## config.mk

```make
export PLATFORM = sky130hd
export DESIGN_NAME = lcd_ctrl_sched
export DESIGN_NICKNAME = d
export VERILOG_FILES = /design/src/rtl/lcd_pkg.sv /design/src/rtl/lcd_spi_tx.sv /design/src/rtl/lcd_ctrl_sched.sv
export SDC_FILE = /design/constraint.sdc
export NUM_CORES = 1
export LEC_CHECK = 0
export ABC_AREA = 0
export CAP_MARGIN = 20
export CORE_MARGIN = 3
export CORE_UTILIZATION = 45
export CTS_CLUSTER_SIZE = 20
export DETAILED_ROUTE_END_ITERATION = 8
export PLACE_DENSITY_LB_ADDON = 0.25
export SYNTH_ARGS = -nofsm -noshare
export SYNTH_HDL_FRONTEND = slang
export SYNTH_SLANG_ARGS = --single-unit
```

## constraint.sdc

```tcl
create_clock -name clk -period 2.1 [get_ports clk]
set_clock_uncertainty 0.2 [all_clocks]
set_input_delay 0.42 -clock clk [delete_from_list [all_inputs] [get_ports clk]]
set_output_delay 0.42 -clock clk [all_outputs]
set_load 0.1 [all_outputs]
```

## src/rtl/lcd_pkg.sv

```systemverilog
// Shared types and constants for the LCD controller: state encoding, init table, lcd bit map.
package lcd_pkg;

  typedef enum logic [2:0] {ST_WAIT, ST_INIT, ST_IDLE, ST_SHIFT, ST_GAP} state_t;

  localparam int INIT_LEN = 8;
  localparam int IDX_W    = 3;
  // First byte sent sits in the top octet.
  localparam logic [INIT_LEN*8-1:0] INIT_TABLE = 64'hA2A0_C82F_2681_10AF;

  localparam int LCD_CS  = 0;
  localparam int LCD_SCL = 1;
  localparam int LCD_A0  = 2;
  localparam int LCD_SI  = 3;

  function automatic logic [7:0] init_byte(input logic [IDX_W-1:0] idx);
    return INIT_TABLE[8*(INIT_LEN-1-int'(idx)) +: 8];
  endfunction

endpackage

```

## src/rtl/lcd_spi_tx.sv

```systemverilog
// One-byte serializer: CS low for 16 SCL half-periods, MSB first, SI moves on SCL fall.
module lcd_spi_tx
  import lcd_pkg::*;
#(
  parameter int CLK_DIV = 250
) (
  input  logic       clk,
  input  logic       rst_n,
  input  logic       start,
  input  logic [7:0] byte_in,
  input  logic       a0_in,
  output logic       done,
  output logic [3:0] lcd
);

  logic        active;
  logic [15:0] div_cnt;
  logic [3:0]  half;
  logic [7:0]  shreg;
  logic        cs, scl, a0, si;

  assign done = active && (div_cnt == 16'(CLK_DIV - 1)) && (half == 4'd15);

  assign lcd[LCD_CS]  = cs;
  assign lcd[LCD_SCL] = scl;
  assign lcd[LCD_A0]  = a0;
  assign lcd[LCD_SI]  = si;

  always_ff @(posedge clk) begin
    if (!rst_n) begin
      active  <= 1'b0;
      div_cnt <= '0;
      half    <= '0;
      shreg   <= '0;
      cs      <= 1'b1;
      scl     <= 1'b1;
      a0      <= 1'b1;
      si      <= 1'b1;
    end else if (start && !active) begin
      // First half-period is SCL low with bit 7 already on SI.
      active  <= 1'b1;
      div_cnt <= '0;
      half    <= '0;
      shreg   <= {byte_in[6:0], 1'b0};
      si      <= byte_in[7];
      scl     <= 1'b0;
      cs      <= 1'b0;
      a0      <= a0_in;
    end else if (active) begin
      if (div_cnt == 16'(CLK_DIV - 1)) begin
        div_cnt <= '0;
        if (half == 4'd15) begin
          active <= 1'b0;
          cs     <= 1'b1;
          scl    <= 1'b1;
          si     <= 1'b1;
        end else begin
          half <= half + 4'd1;
          scl  <= ~scl;
          if (scl) begin
            si    <= shreg[7];
            shreg <= {shreg[6:0], 1'b0};
          end
        end
      end else begin
        div_cnt <= div_cnt + 16'd1;
      end
    end
  end

endmodule

```

## src/rtl/lcd_ctrl_sched.sv

```systemverilog
// LCD command/data scheduler over a write-only SPI link.
// Define LCD_CTRL_INIT_EN to send the init table after power-up; otherwise ready right after reset.
module lcd_ctrl_sched
  import lcd_pkg::*;
#(
  parameter int CLK_DIV    = 250,
  parameter int PWRUP_WAIT = 5000
) (
  input  logic       clk,
  input  logic       rst_n,
  input  logic       cmd_valid,
  input  logic [7:0] cmd_byte,
  output logic       cmd_ready,
  input  logic       dat_valid,
  input  logic [7:0] dat_byte,
  output logic       dat_ready,
  output logic       busy,
  output logic       init_done,
  output logic [3:0] lcd
);

  state_t           state;
  logic             rdy;
  logic [IDX_W-1:0] idx;
  logic [15:0]      gap_cnt;
  logic             hs_cmd, hs_dat, start, done, tx_a0;
  logic [7:0]       tx_byte;
`ifdef LCD_CTRL_INIT_EN
  logic [31:0]      wait_cnt;
`endif

  // rdy is only ever set on entry to IDLE, so a handshake implies IDLE.
  assign cmd_ready = rdy;
  assign dat_ready = rdy && !cmd_valid;
  assign hs_cmd    = rdy && cmd_valid;
  assign hs_dat    = rdy && dat_valid && !cmd_valid;

  assign start   = (state == ST_INIT) || hs_cmd || hs_dat;
  assign tx_a0   = hs_dat;
  assign tx_byte = (state == ST_INIT) ? init_byte(idx) : (hs_cmd ? cmd_byte : dat_byte);

  lcd_spi_tx #(.CLK_DIV(CLK_DIV)) u_tx (
    .clk     (clk),
    .rst_n   (rst_n),
    .start   (start),
    .byte_in (tx_byte),
    .a0_in   (tx_a0),
    .done    (done),
    .lcd     (lcd)
  );

  always_ff @(posedge clk) begin
    if (!rst_n) begin
      state     <= ST_WAIT;
      rdy       <= 1'b0;
      busy      <= 1'b1;
      init_done <= 1'b0;
      idx       <= '0;
      gap_cnt   <= '0;
`ifdef LCD_CTRL_INIT_EN
      wait_cnt  <= '0;
`endif
    end else begin
      case (state)
        ST_WAIT: begin
`ifdef LCD_CTRL_INIT_EN
          if (wait_cnt == 32'(PWRUP_WAIT - 1)) state <= ST_INIT;
          else wait_cnt <= wait_cnt + 32'd1;
`else
          state     <= ST_IDLE;
          busy      <= 1'b0;
          rdy       <= 1'b1;
          init_done <= 1'b1;
`endif
        end
        ST_INIT: state <= ST_SHIFT;
        ST_IDLE: begin
          if (hs_cmd || hs_dat) begin
            state <= ST_SHIFT;
            rdy   <= 1'b0;
            busy  <= 1'b1;
          end
        end
        ST_SHIFT: begin
          if (done) begin
            state   <= ST_GAP;
            gap_cnt <= '0;
          end
        end
        ST_GAP: begin
          if (gap_cnt == 16'(CLK_DIV - 1)) begin
            if (!init_done && idx != IDX_W'(INIT_LEN - 1)) begin
              idx   <= idx + 1'b1;
              state <= ST_INIT;
            end else begin
              state     <= ST_IDLE;
              busy      <= 1'b0;
              rdy       <= 1'b1;
              init_done <= 1'b1;
            end
          end else begin
            gap_cnt <= gap_cnt + 16'd1;
          end
        end
        default: state <= ST_WAIT;
      endcase
    end
  end

endmodule

```

# [Word level (Yosys, flattened, before mapping)]
# Index checks and enable logic that the tools add are counted.
[totals] register_bits=57 inputBits=20 elab_cells=113 output_inout_bits=8
[op_classes] n_addsub=5 n_shift=1 n_eq_ne=14 reduce_logical=34 bitwise_logic=3 muxes=42
[ops] cell="$shiftx A64 B7 Y8 const A" n=1
[ops] cell="$mux W8" n=7
[ops] cell="$mux W16" n=3
[ops] cell="$add A16 B1 Y16 const B" n=2
[ops] cell="$eq A16 B8 Y1 const B" n=2
[ops] cell="$pmux W16 S2" n=1
[ops] cell="$mux W1" n=23
[ops] cell="$reduce_and A3 Y1" n=7
[ops] cell="$pmux W3 S5" n=1
[ops] cell="$ne A2 B2 Y1 const B" n=6
[ops] cell="$reduce_bool A2 Y1" n=6
[ops] cell="$mux W3" n=3
[ops] cell="$logic_and A1 B1 Y1" n=8
[ops] cell="$reduce_and A4 Y1" n=2
[ops] cell="$eq A3 B2 Y1 const B" n=2
[ops] cell="$pmux W1 S3" n=2
[ops] cell="$reduce_bool A3 Y1" n=2
[ops] cell="$add A4 B1 Y4 const B" n=1
[ops] cell="$eq A4 B4 Y1 const B" n=1
[ops] cell="$sub A3 B3 Y4 const A" n=1
[ops] cell="$add A3 B1 Y3 const B" n=1
[ops] cell="$eq A3 B1 Y1 const B" n=1
[ops] cell="$eq A3 B3 Y1 const B" n=1
[ops] cell="$logic_not A1 Y1" n=3
[ops] cell="8 further kinds" n=12

# [Longest topological paths before layout]
[logic_depth] ltp_word=6 ltp_mapped=9 depth_no_buf=7

# [Hierarchy]
# Synthesis repeated with hierarchy kept, for this count alone.
[unflattened] cells_unflattened=376 area_unflattened_um2=3189.3
[modules_own_cells] mod="lcd_ctrl_sched" cells_per_inst=199 n_inst=1 seq_area_each_um2=500.5 area_each_um2=1649.1
[modules_own_cells] mod="lcd_spi_tx" cells_per_inst=177 n_inst=1 seq_area_each_um2=640.6 area_each_um2=1540.2

# [Worst setup path before layout]
# No wires, ideal clock.
[synth_path] path_type="register to output" from="register rdy (netlist: cmd_ready)" to="output port dat_ready" path_slack_ns=-1.034 required_ns=1.480 t_arrival_ns=2.514 n_path_buf=0 path_stages_with_launch=3 cell_sequence="dfxtp_1 > inv_1 > nor2_1"
[synth_via] elab_chain_cells=1
[synth_rtl] element="from (decl)" line="lcd_ctrl_sched.sv:23" rtl="logic rdy;"
[synth_rtl] element="from (signal assigned)" line="lcd_ctrl_sched.sv:55" rtl="rdy <= 1'b0;"
[synth_rtl] element="from (signal assigned)" line="lcd_ctrl_sched.sv:72" rtl="rdy <= 1'b1;"
[synth_rtl] element="from (signal assigned)" line="lcd_ctrl_sched.sv:80" rtl="rdy <= 1'b0;"
[synth_rtl] element="$logic_and A1 B1 Y1" line="lcd_ctrl_sched.sv:34" rtl="assign dat_ready = rdy && !cmd_valid;"
[synth_rtl] element="to (decl)" line="lcd_ctrl_sched.sv:16" rtl="output logic dat_ready,"
# No other way between the ends.

# [Worst setup path after layout]
[layout_path] from="register u_tx.half[0]" to="register gap_cnt[15]"
[layout_via] elab_chain_cells=4
[layout_rtl] element="from (decl)" line="lcd_spi_tx.sv:18" rtl="logic [3:0] half;"
[layout_rtl] element="from (signal assigned)" line="lcd_spi_tx.sv:58" rtl="half <= half + 4'd1;"
[layout_rtl] element="$eq A4 B4 Y1" line="lcd_spi_tx.sv:22" rtl="assign done = active && (div_cnt == 16'(CLK_DIV - 1)) && (half == 4'd15);"
[layout_rtl] element="$logic_and A1 B1 Y1" line="lcd_spi_tx.sv:22"
[layout_rtl] element="$ne A2 B2 Y1 (no line)"
[layout_rtl] element="$reduce_and A3 Y1 (no line)"
[layout_rtl] element="to (signal assigned)" line="lcd_ctrl_sched.sv:102" rtl="gap_cnt <= gap_cnt + 16'd1;"
[layout_rtl] element="to (decl)" line="lcd_ctrl_sched.sv:25" rtl="logic [15:0] gap_cnt;"
# No other way between the ends.
# A chain may end at the register's enable or synchronous reset.

==> metrics.txt <==
arrival time at the worst endpoint 2.08 ns; final critical-path required period 2.01 ns; Critical Path RT 2.17 ns; post-synthesis xor/xnor area fraction 0.0434; number of diodes added for antenna fixing 0; Starting Density 0.471; areal power density over the cells 668 nW/um2; post-detailed-placement half-perimeter wirelength 5270 um; vias 2781; fin nets 444; Cell variety after synth 55; kind of start point of the critical path register; largest family of logic cells by synthesized area simple AND/OR/NAND/NOR gates; R2R setup slack 0.09 ns; synthesized instance count 362; standby leakage power 1.49 nW; Worst Path Max Fanout 6; most common library cell in the layout ignoring fill and taps dfxtp_1; width of the die 88.0 um; drt total wl 7320 um; number of placement rows 29; multiplexer share of the synthesized area 0.0430; most frequent cells in the layout 54 x dfxtp_1, 40 x nor2_1, 35 x buf_4; detailed-routing iteration count for the pre-antenna-repair pass 5; total of warnings raised by yosys 0; count of state elements after synthesis 57; maximum number of pins on one net before global-route repair 19; worst-margin pin slew 0.433 ns; Total GRT Usage 0.204; buffer levels on the longest clock path 2; final RePlAce weighted congestion 0.856; share of layout cells above drive strength 1 0.200; clock latency on the worst-skew pair 0.35 ns; final hold violations 0; Post-Synthesis Net Count 390; result of the run finished, final reports clean; number of DRC violations after detailed routing 0; post-synthesis sequential area ratio 0.377; Avg WL per Cell 14.7 um; path depth of the worst reg2reg path 7; Post-Synth Adder-Cell Area 0.0331; worst slew margin relative to its limit 0.711; vias in the first global route 2605; fin cells 497; Cell Area, Synth 3030 um2; syn avg cell area 8.36 um2; buffer type at the clock tree root clkbuf_8; path type of the worst min-delay path register to register; Pins Over Slew Limit 0; Port-buffer cells 27; global-route wire length before repair 12200 um; number of CTS-inserted buffers 9; startpoint of the most critical hold path gap_cnt[6]; clk slew on worst S/H paths 0.06 ns; number of enable-type register cells in the synthesized netlist 0; upper clock frequency limit 497 MHz; synthesized-area fraction occupied by ao, oa, aoi and oai cells 0.191; final setup vio count 0; Simple-Gate Fraction of Synth Area 0.253; Floorplan Core Area 6420 um2; endpoint of the lowest-slack register-to-register path gap_cnt[15]; fraction of registers with async set/reset 0; clock tree from TritonCTS yes; most instantiated flip-flop cell in the synthesis netlist dfxtp_1; H-tree levels 3; initial antenna violation count 0; number of sinks on the clock net 57; share of the clock period used by the worst path 0.958; maximum ir drop on the vdd rail 437 uV; worst reg2reg startpoint u_tx.half[0]; number of maximum-capacitance violations 0; Worst Hold End gap_cnt[6]; io pins 28; placed instance count 480; count of cells along the worst hold path 1; via density per instance 5.60; type of the setup path with the least slack register to register; Remaining Overflow, GRT 0; final-layout worst hold slack 0.284 ns; Initial DRC Count 154; element type at the critical path end register; hold bufs inserted after CTS 0; y dimension of the die 88.0 um; DIE AREA 7750 um2; antenna violation net count after detailed routing 0; growth of design area from synthesis to finish 28.4%
==> synthesized netlist by cell type (2+ instances only) <==
library cell,instances,area share
dfxtp_1,57,0.38
nor2_1,41,0.051
nand2_1,31,0.038
a21oi_1,27,0.045
o21ai_0,22,0.036
mux2i_1,13,0.043
inv_1,11,0.014
nand3_1,10,0.017
nand4_1,10,0.021
xor2_1,9,0.026
a211oi_1,8,0.020
and4_1,8,0.023
ha_1,8,0.033
a31oi_1,7,0.014
buf_2,7,0.012
clkbuf_1,7,0.0087
and3_1,6,0.012
xnor2_1,6,0.017
buf_4,5,0.012
nor2b_1,5,0.010
or3_1,5,0.010
and2_1,4,0.0083
nor3_1,4,0.0066
o22ai_1,4,0.0083
a21o_1,3,0.0074
a22oi_1,3,0.0074
buf_6,3,0.011
nor3b_1,3,0.0074
o21a_1,3,0.0074
a221oi_1,2,0.0058
a311oi_1,2,0.0058
nand2b_1,2,0.0041
nor4_1,2,0.0041
nor4b_1,2,0.0058
nor4bb_1,2,0.0066
==> report_power, final <==
part,switching (mW),internal [mW]
clock network,0.450,0.533
registers,0.0406,1.12
logic,0.255,0.192
==> flip-flops by register name, summed over array words and instances (netlist names) <==
register and count:
u_tx.a0 1, u_tx.cs 1, cmd_ready 1, idx 3, u_tx.shreg 7, init_done 1, u_tx.scl 1, busy 1
gap_cnt 16, u_tx.active 1, u_tx.div_cnt 16, u_tx.si 1, u_tx.half 4, state 3
==> timing repair <==
action                     in CTS  in global routing
buffers inserted                0                  1
setup endpoints to repair       4                 43
gates resized for setup         2                 16
pin swaps                       0                  1
cloned                          0                  1
==> layer usage <==
layer	part of all wire	vias to the layer above	GRT usage
li1	-	1421	-
met1	0.46	1293	0.256
met4	0.015	0	0.0659
met2	0.48	52	0.327
met5	0	-	0
met3	0.043	15	0.0724
==> area by class of cell <==
cell class / instances / area (um2)
Sequential cell: 57 / 1140
Clock inverter: 6 / 60.1
Fill cell: 570 / 2540
Timing Repair Buffer: 66 / 652
Tap cell: 77 / 96.3
Inverter: 11 / 41.3
Clock buffer: 9 / 124
Multi-Input combinational cell: 271 / 1770
==> kinds of logic after synthesis <==
family | Yosys count
flops | 57
compound gates | 92
buf+inv | 34
fa+ha+maj | 8
simple gates | 143
xor+xnor | 15
mux | 13
==> through the flow <==
stage | power (mW) | TNS (ns) | instance area, um2 | util | worst slack [ns]
floorplan | 1.46 | 0 | 3040 | - | 0.0731
finish | 2.59 | 0 | 3880 | 0.605 | 0.0875
global route | 2.71 | -0.00541 | 3880 | 0.605 | -0.00541
global placement | 1.62 | -0.473 | 3620 | 0.564 | -0.0415
detailed placement | 1.63 | -0.811 | 3620 | 0.564 | -0.0800
CTS | 2.62 | 0 | 3810 | 0.593 | 0.0218
==> worst max-delay path: stages, from the launching register on <==
cell and delay (ns):
dfxtp_2 0.34, ha_2 0.19, and3_1 0.21, and3_1 0.19
a22oi_2 0.38, buf_4 0.20, a21oi_2 0.03, a211oi_2 0.19
==> how the worst max path moves through the flow <==
stage / from / to / slack [ns] / depth (start not counted)
floorplan: cmd_ready / dat_ready / 0.07 / 2
global placement: cmd_valid / u_tx.div_cnt[12] / -0.04 / 6
detailed placement: cmd_valid / u_tx.div_cnt[15] / -0.08 / 6
CTS: u_tx.div_cnt[1] / u_tx.div_cnt[15] / 0.02 / 8
global route: gap_cnt[1] / gap_cnt[13] / -0.005 / 8
finish: u_tx.half[0] / gap_cnt[15] / 0.09 / 7
Power figures use the tool's default switching activity.
